File: config.mk
export PLATFORM = sky130hd
export DESIGN_NAME = bcd_display_scanner
export DESIGN_NICKNAME = d
export VERILOG_FILES = /design/src/rtl/bcd_disp_pkg.sv /design/src/rtl/bcd_to_7seg.sv /design/src/rtl/bcd_display_scanner.sv
export SDC_FILE = /design/constraint.sdc
export NUM_CORES = 1
export LEC_CHECK = 0
export BUFFER_PORTS_ARGS = -buffer_cell sky130_fd_sc_hd__buf_2
export CAP_MARGIN = 40
export CORE_MARGIN = 2
export CORE_UTILIZATION = 55
export CTS_BUF_LIST = sky130_fd_sc_hd__clkbuf_16
export CTS_CLUSTER_SIZE = 24
export DETAILED_ROUTE_END_ITERATION = 7
export PLACE_DENSITY_LB_ADDON = 0.2
export SKIP_LAST_GASP = 1
export SYNTH_ARGS = -nofsm -noshare
export SYNTH_HDL_FRONTEND = slang
export SYNTH_SLANG_ARGS = --single-unit
File: constraint.sdc
create_clock -name clk -period 3.8 [get_ports clk]
set_input_delay 1.14 -clock clk [delete_from_list [all_inputs] [get_ports clk]]
set_output_delay 1.14 -clock clk [all_outputs]
set_load 0.05 [all_outputs]
File: src/rtl/bcd_disp_pkg.sv
// Shared types, constants and the BCD -> 7-segment decode for the display
// scanner.
//   bcd_t        one BCD digit
//   seg_t        active-low segment vector, [0]=a ... [6]=g
//   SEG_OFF      all segments dark
//   SEG_DASH     only segment g lit, used for codes 10..15
//   bcd_to_seg   single-digit decode, non-BCD codes map to SEG_DASH
package bcd_disp_pkg;

  typedef logic [3:0] bcd_t;
  typedef logic [6:0] seg_t;

  localparam int   NUM_DIGITS = 3;
  localparam seg_t SEG_OFF    = 7'h7F;
  localparam seg_t SEG_DASH   = 7'b0111111;

  typedef enum logic {
    GUARD_ST = 1'b0,
    DRIVE_ST = 1'b1
  } scan_state_t;

  // Active-low, bit order g..a.
  function automatic seg_t bcd_to_seg(input bcd_t d);
    seg_t s;
    case (d)
      4'd0:    s = 7'b1000000;
      4'd1:    s = 7'b1111001;
      4'd2:    s = 7'b0100100;
      4'd3:    s = 7'b0110000;
      4'd4:    s = 7'b0011001;
      4'd5:    s = 7'b0010010;
      4'd6:    s = 7'b0000010;
      4'd7:    s = 7'b1111000;
      4'd8:    s = 7'b0000000;
      4'd9:    s = 7'b0010000;
      default: s = SEG_DASH;
    endcase
    return s;
  endfunction

endpackage

File: src/rtl/bcd_to_7seg.sv
// Combinational single-digit BCD to active-low 7-segment decoder.
// Ports:
//   i_bcd  [3:0]  digit to decode
//   o_seg  [6:0]  active-low segments, [0]=a ... [6]=g (dash for 10..15)
module bcd_to_7seg
  import bcd_disp_pkg::*;
(
  input  logic [3:0] i_bcd,
  output logic [6:0] o_seg
);

  assign o_seg = bcd_to_seg(i_bcd);

endmodule

File: src/rtl/bcd_display_scanner.sv
// Snapshots three BCD digits and time-multiplexes them onto a single
// common-anode 7-segment bus. Each digit slot lasts SCAN_DIV clocks; the
// first GUARD clocks of every slot keep all enables off to avoid ghosting.
// Any snapshot digit above 9 is shown as a dash and sets a sticky flag.
//
// Parameters:
//   SCAN_DIV  clocks per digit slot (4 .. 2**20)
//   GUARD     blanking clocks at the start of each slot (1 <= GUARD < SCAN_DIV)
// Ports:
//   clk        system clock, rising edge
//   reset_n    synchronous reset, active-low
//   digit_001  units digit      digit_010  tens digit    digit_100  hundreds digit
//   latch_en   load the three digits into the snapshot on this edge
//   seg_n      segments, active-low, [0]=a ... [6]=g
//   dig_sel_n  digit enables, active-low, [0]=units [1]=tens [2]=hundreds
//   bad_code   sticky, a snapshot digit was > 9
// Build option:
//   BCD_DISPLAY_LZ_BLANK_EN  blank leading zeros in the hundreds/tens slots
module bcd_display_scanner
  import bcd_disp_pkg::*;
#(
  parameter int SCAN_DIV = 50000,
  parameter int GUARD    = 2
) (
  input  logic       clk,
  input  logic       reset_n,
  input  logic [3:0] digit_001,
  input  logic [3:0] digit_010,
  input  logic [3:0] digit_100,
  input  logic       latch_en,
  output logic [6:0] seg_n,
  output logic [2:0] dig_sel_n,
  output logic       bad_code
);

  localparam int            PW        = (SCAN_DIV > 2) ? $clog2(SCAN_DIV) : 1;
  localparam logic [PW-1:0] PRE_TC    = PW'(SCAN_DIV - 1);
  localparam logic [PW-1:0] PRE_GUARD = PW'(GUARD);

  bcd_t [NUM_DIGITS-1:0] r_snap;
  logic [PW-1:0]         r_presc;
  logic [PW-1:0]         w_presc_nxt;
  logic [1:0]            r_idx;
  logic [1:0]            w_idx_nxt;
  scan_state_t           r_state;
  scan_state_t           w_state_nxt;
  seg_t                  r_seg;
  seg_t                  w_seg_nxt;
  logic [2:0]            r_sel;
  logic [2:0]            w_sel_nxt;
  logic                  r_bad;
  logic [NUM_DIGITS-1:0] w_digit_bad;
  bcd_t                  w_cur_digit;
  seg_t                  w_dec_seg;
  logic                  w_blank;

  // Prescaler and slot index. The index wraps 2 -> 0 so it never shows 3.
  always_comb begin
    w_presc_nxt = r_presc + 1'b1;
    w_idx_nxt   = r_idx;
    if (r_presc == PRE_TC) begin
      w_presc_nxt = '0;
      w_idx_nxt   = (r_idx == 2'd2) ? 2'd0 : r_idx + 2'd1;
    end
  end

  // Digit mux ahead of the single shared decoder.
  always_comb begin
    case (r_idx)
      2'd1:    w_cur_digit = r_snap[1];
      2'd2:    w_cur_digit = r_snap[2];
      default: w_cur_digit = r_snap[0];
    endcase
  end

  bcd_to_7seg u_dec (
    .i_bcd (w_cur_digit),
    .o_seg (w_dec_seg)
  );

`ifdef BCD_DISPLAY_LZ_BLANK_EN
  // Leading-zero blanking: hundreds blank on 0, tens blank only when the
  // hundreds digit is also 0. Units always show.
  always_comb begin
    w_blank = 1'b0;
    if (r_idx == 2'd2 && r_snap[2] == 4'd0)
      w_blank = 1'b1;
    if (r_idx == 2'd1 && r_snap[1] == 4'd0 && r_snap[2] == 4'd0)
      w_blank = 1'b1;
  end
`else
  assign w_blank = 1'b0;
`endif

  // r_state always describes the current prescaler value, so the next
  // state is derived from the next prescaler value. Outputs are registered
  // from the current state/index, giving one cycle of pin latency.
  always_comb begin
    w_state_nxt = (w_presc_nxt < PRE_GUARD) ? GUARD_ST : DRIVE_ST;
    w_sel_nxt   = 3'b111;
    w_seg_nxt   = SEG_OFF;
    case (r_state)
      DRIVE_ST: begin
        w_sel_nxt = ~(3'b001 << r_idx);
        w_seg_nxt = w_blank ? SEG_OFF : w_dec_seg;
      end
      default: ;
    endcase
  end

  genvar g;
  generate
    for (g = 0; g < NUM_DIGITS; g++) begin : g_bad
      assign w_digit_bad[g] = (r_snap[g] > 4'd9);
    end
  endgenerate

  always_ff @(posedge clk) begin
    if (!reset_n) r_state <= GUARD_ST;
    else          r_state <= w_state_nxt;
  end

  always_ff @(posedge clk) begin
    if (!reset_n) begin
      r_snap  <= '0;
      r_presc <= '0;
      r_idx   <= 2'd0;
      r_seg   <= SEG_OFF;
      r_sel   <= 3'b111;
      r_bad   <= 1'b0;
    end else begin
      if (latch_en)
        r_snap <= {digit_100, digit_010, digit_001};
      r_presc <= w_presc_nxt;
      r_idx   <= w_idx_nxt;
      r_seg   <= w_seg_nxt;
      r_sel   <= w_sel_nxt;
      // Checks the snapshot as it stands, so a bad code flags one edge
      // after it is latched.
      r_bad   <= r_bad | (|w_digit_bad);
    end
  end

  assign seg_n     = r_seg;
  assign dig_sel_n = r_sel;
  assign bad_code  = r_bad;

endmodule
==> qor.yml <==
clock_network:
  cts_setup_buffers: 0
  cts.sinks: 42
  clock_path_buffers: 2
  cts_inserted_buffers: 5
  hold_buffers: 0
  clk_latency_ns: 0.28
  clk_pin_slew_worst_paths_ns: 0.06
  cts_root_buffer: "clkbuf_16"
  cts-resized-gates: 0
  ctsHtreeMaxLevel: 2
  cts_tree: "built"
routing:
  vias: 1582
  wl_per_cell_um: 13.0
  viasPerCell: 5.31
  drt_first_iter_violations: 71
  drt-total-wl_um: 3860
  antenna_left: 0
  first_pass_iters: 5
  drc: 0
synthesis:
  synth.most_common_cell: "dfxtp_1"
  synth-xor-area-share: 0.0614
  synth_ff_type: "dfxtp_1"
  synth_compound_area_frac: 0.103
  synth_top_family_by_area: "simple AND/OR/NAND/NOR gates"
  ys_ff_latch: 42
  synth_simple_gate_area_frac: 0.229
  synth-edff-count: 0
  synth_mux_area_frac: 0.0894
  yosysUniqueCellTypes: 45
  synth.avg_cell_area_um2: 9.39
  synth_top_cells_by_count: "dfxtp_1 (42), mux2i_1 (18), o21ai_0 (18)"
  synthAdderAreaFrac: 0.0701
  ys_seq_area_frac: 0.393
  synth_top_area_frac: 0.393
  syn_nets: 255
  synthCells: 228
  synth_area_leaders: "dfxtp_1 (39%), mux2i_1 (8.4%), ha_1 (7.0%)"
  synth_largest_area_cell: "dfxtp_1"
  ys_async_sr_fraction: 0
  synth_warnings: 0
  syn_area_um2: 2140
global_route:
  overflow: 0
  use_met1: 0.280
  grt.total_usage: 0.206
  use_met3: 0.0733
  grt_pass1_wl_um: 6830
  busiest_layer: "met2"
  grt_max_degree: 24
  grt_antenna_before_repair: 0
  grt_pass1_vias: 1517
  grtUsageMet2: 0.304
critical_path:
  worstPathRequired_ns: 3.97
  regToRegEndpoint: "seg_n[5]"
  crit_arrival_ns: 2.57
  r2r_cells: 8
  reg2reg_slack_ns: 1.40
  crit_path_end_kind: "flip-flop"
  cp_max_fo: 8
  timing.rr.start: "r_idx[0]"
  worstSetupStartpointType: "flip-flop"
  criticalPathCategory: "flip-flop to flip-flop"
status:
  status: "complete, no violations"
final_layout:
  n_antenna_cell: 0
  fill_cells: 304
  seq_area_um2: 841
  layout-drive-gt1-share: 0.156
  area_growth_syn_to_layout_pct: 12.4
  num-nets-final: 276
  multiInputGateArea_um2: 1180
timing:
  layout_setup_ws_ns: 1.40
  finalCritPeriodShare: 0.632
  worst_slew_pin_slew_ns: 0.791
  fmax_mhz: 417
  setup_viol: 0
  drv_slew: 0
  fin_setup_tns_ns: 0
  rsz0062_at_grt: "false"
  period_minus_slack_ns: 2.40
  hold_violations: 0
  finalClockSkew_ns: 0.00548
  relSlewSlack: 0.469
pwr:
  seqPwrFrac: 0.450
  power_density_nw_per_um2: 435
  total_power_mw: 1.05
  ir_drop_mv: 0.348
  p_switching_mw: 0.242
  p_clk_frac: 0.452
  power_frac_comb: 0.098
  p_sw_frac: 0.231
  intPower_mw: 0.805
  leakagePower_nw: 0.990
die:
  ios: 26
  dieArea_um2: 4410
  fp.dieW_um: 66.4
  core-area_um2: 3690
  start_util: 0.580
  die-height_um: 66.4
  num_rows: 22
placement:
  place_ws_ns: 1.44
  portBuffers: 25
  place_congestion: 0.814
  dp.final_hpwl_um: 2730
worst_hold_path:
  hold_end: "r_presc[0]"
  holdPathStages: 1
  min_from: "r_presc[0]"
  hp-class: "flip-flop to flip-flop"
run:
  maxCapViolations: 0
[registers in the layout, indices dropped and copies added (netlist names)]
signal / flops
r_presc: 16
r_snap: 12
bad_code: 1
dig_sel_n: 3
r_idx: 2
r_state: 1
seg_n: 7
[per-stage QoR]
stage	area (um^2)	utilization	hold slack [ns]	std cells
after CTS	2410	0.652	0.509	298
after global placement	2240	0.607	0.485	290
after detailed placement	2240	0.607	0.499	290
final	2410	0.652	0.505	298
after floorplan	2140	-	0.463	228
after global routing	2410	0.652	0.550	298
[final cells by class]
class,count,share of cell area
Inverter,8,0.0125
Timing Repair Buffer,25,0.0520
Multi-Input combinational cell,167,0.492
Clock buffer,5,0.0520
Sequential cell,42,0.349
Clock inverter,3,0.0172
Tap cell,48,0.0250
[layout by cell type (no fill, tap or decap), drive strengths merged, types with 2 or more instances in the layout]
| master | synthesis | final |
|---|---|---|
| dfxtp | 42 | 42 |
| buf | 7 | 25 |
| o21ai | 21 | 21 |
| mux2i | 18 | 18 |
| nand2 | 17 | 17 |
| nor2b | 15 | 15 |
| nor2 | 15 | 15 |
| ha | 12 | 12 |
| nand3 | 10 | 10 |
| inv | 8 | 9 |
| and2 | 9 | 9 |
| xnor2 | 8 | 8 |
| xor2 | 7 | 7 |
| clkbuf | 4 | 5 |
| nand4 | 5 | 5 |
| a22oi | 4 | 4 |
| a21oi | 4 | 4 |
| nor4 | 4 | 4 |
| nand4b | 2 | 2 |
| a21boi | 2 | 2 |
| nor3 | 2 | 2 |
[logic make-up after synthesis]
family / Yosys count
AOI/OAI and AO/OA: 37
xor gates and xnor gates: 15
adders and majority gates: 12
buffers and inverters: 19
DFF: 42
muxes: 19
and+or+nand+nor: 84
[critical path: stages (launching register included)]
cell and delay [ns]:
dfxtp_1 0.39, inv_1 0.10, ha_1 0.39, o21ai_0 0.61
inv_1 0.17, ha_1 0.24, o21ai_0 0.23, a21o_1 0.12
nand2_1 0.05
[metal layers]
layer  part of all wire  vias to the layer above
li1                   -                      826
met1               0.47                      714
met2               0.46                       36
met3              0.056                        6
met4              0.013                        0
met5                  0                        -
[power groups by stage]
stage          logic [mW]  clock network [mW]  registers (mW)
4_1_cts             0.103               0.482           0.472
5_1_grt             0.113               0.505           0.474
3_5_place_dp        0.102                   0           0.481
2_1_floorplan      0.0539                   0           0.503
6_report            0.102               0.473           0.471
3_3_place_gp        0.101                   0           0.481
[worst max path at each step]
stage / from / to
2_1_floorplan: r_idx[0] / seg_n[5]
3_3_place_gp: reset_n / seg_n[1]
3_5_place_dp: reset_n / seg_n[1]
4_1_cts: r_idx[0] / seg_n[5]
5_1_grt: r_idx[0] / seg_n[5]
6_report: r_idx[0] / seg_n[5]
No activity file was read; power rests on OpenSTA's default activity.
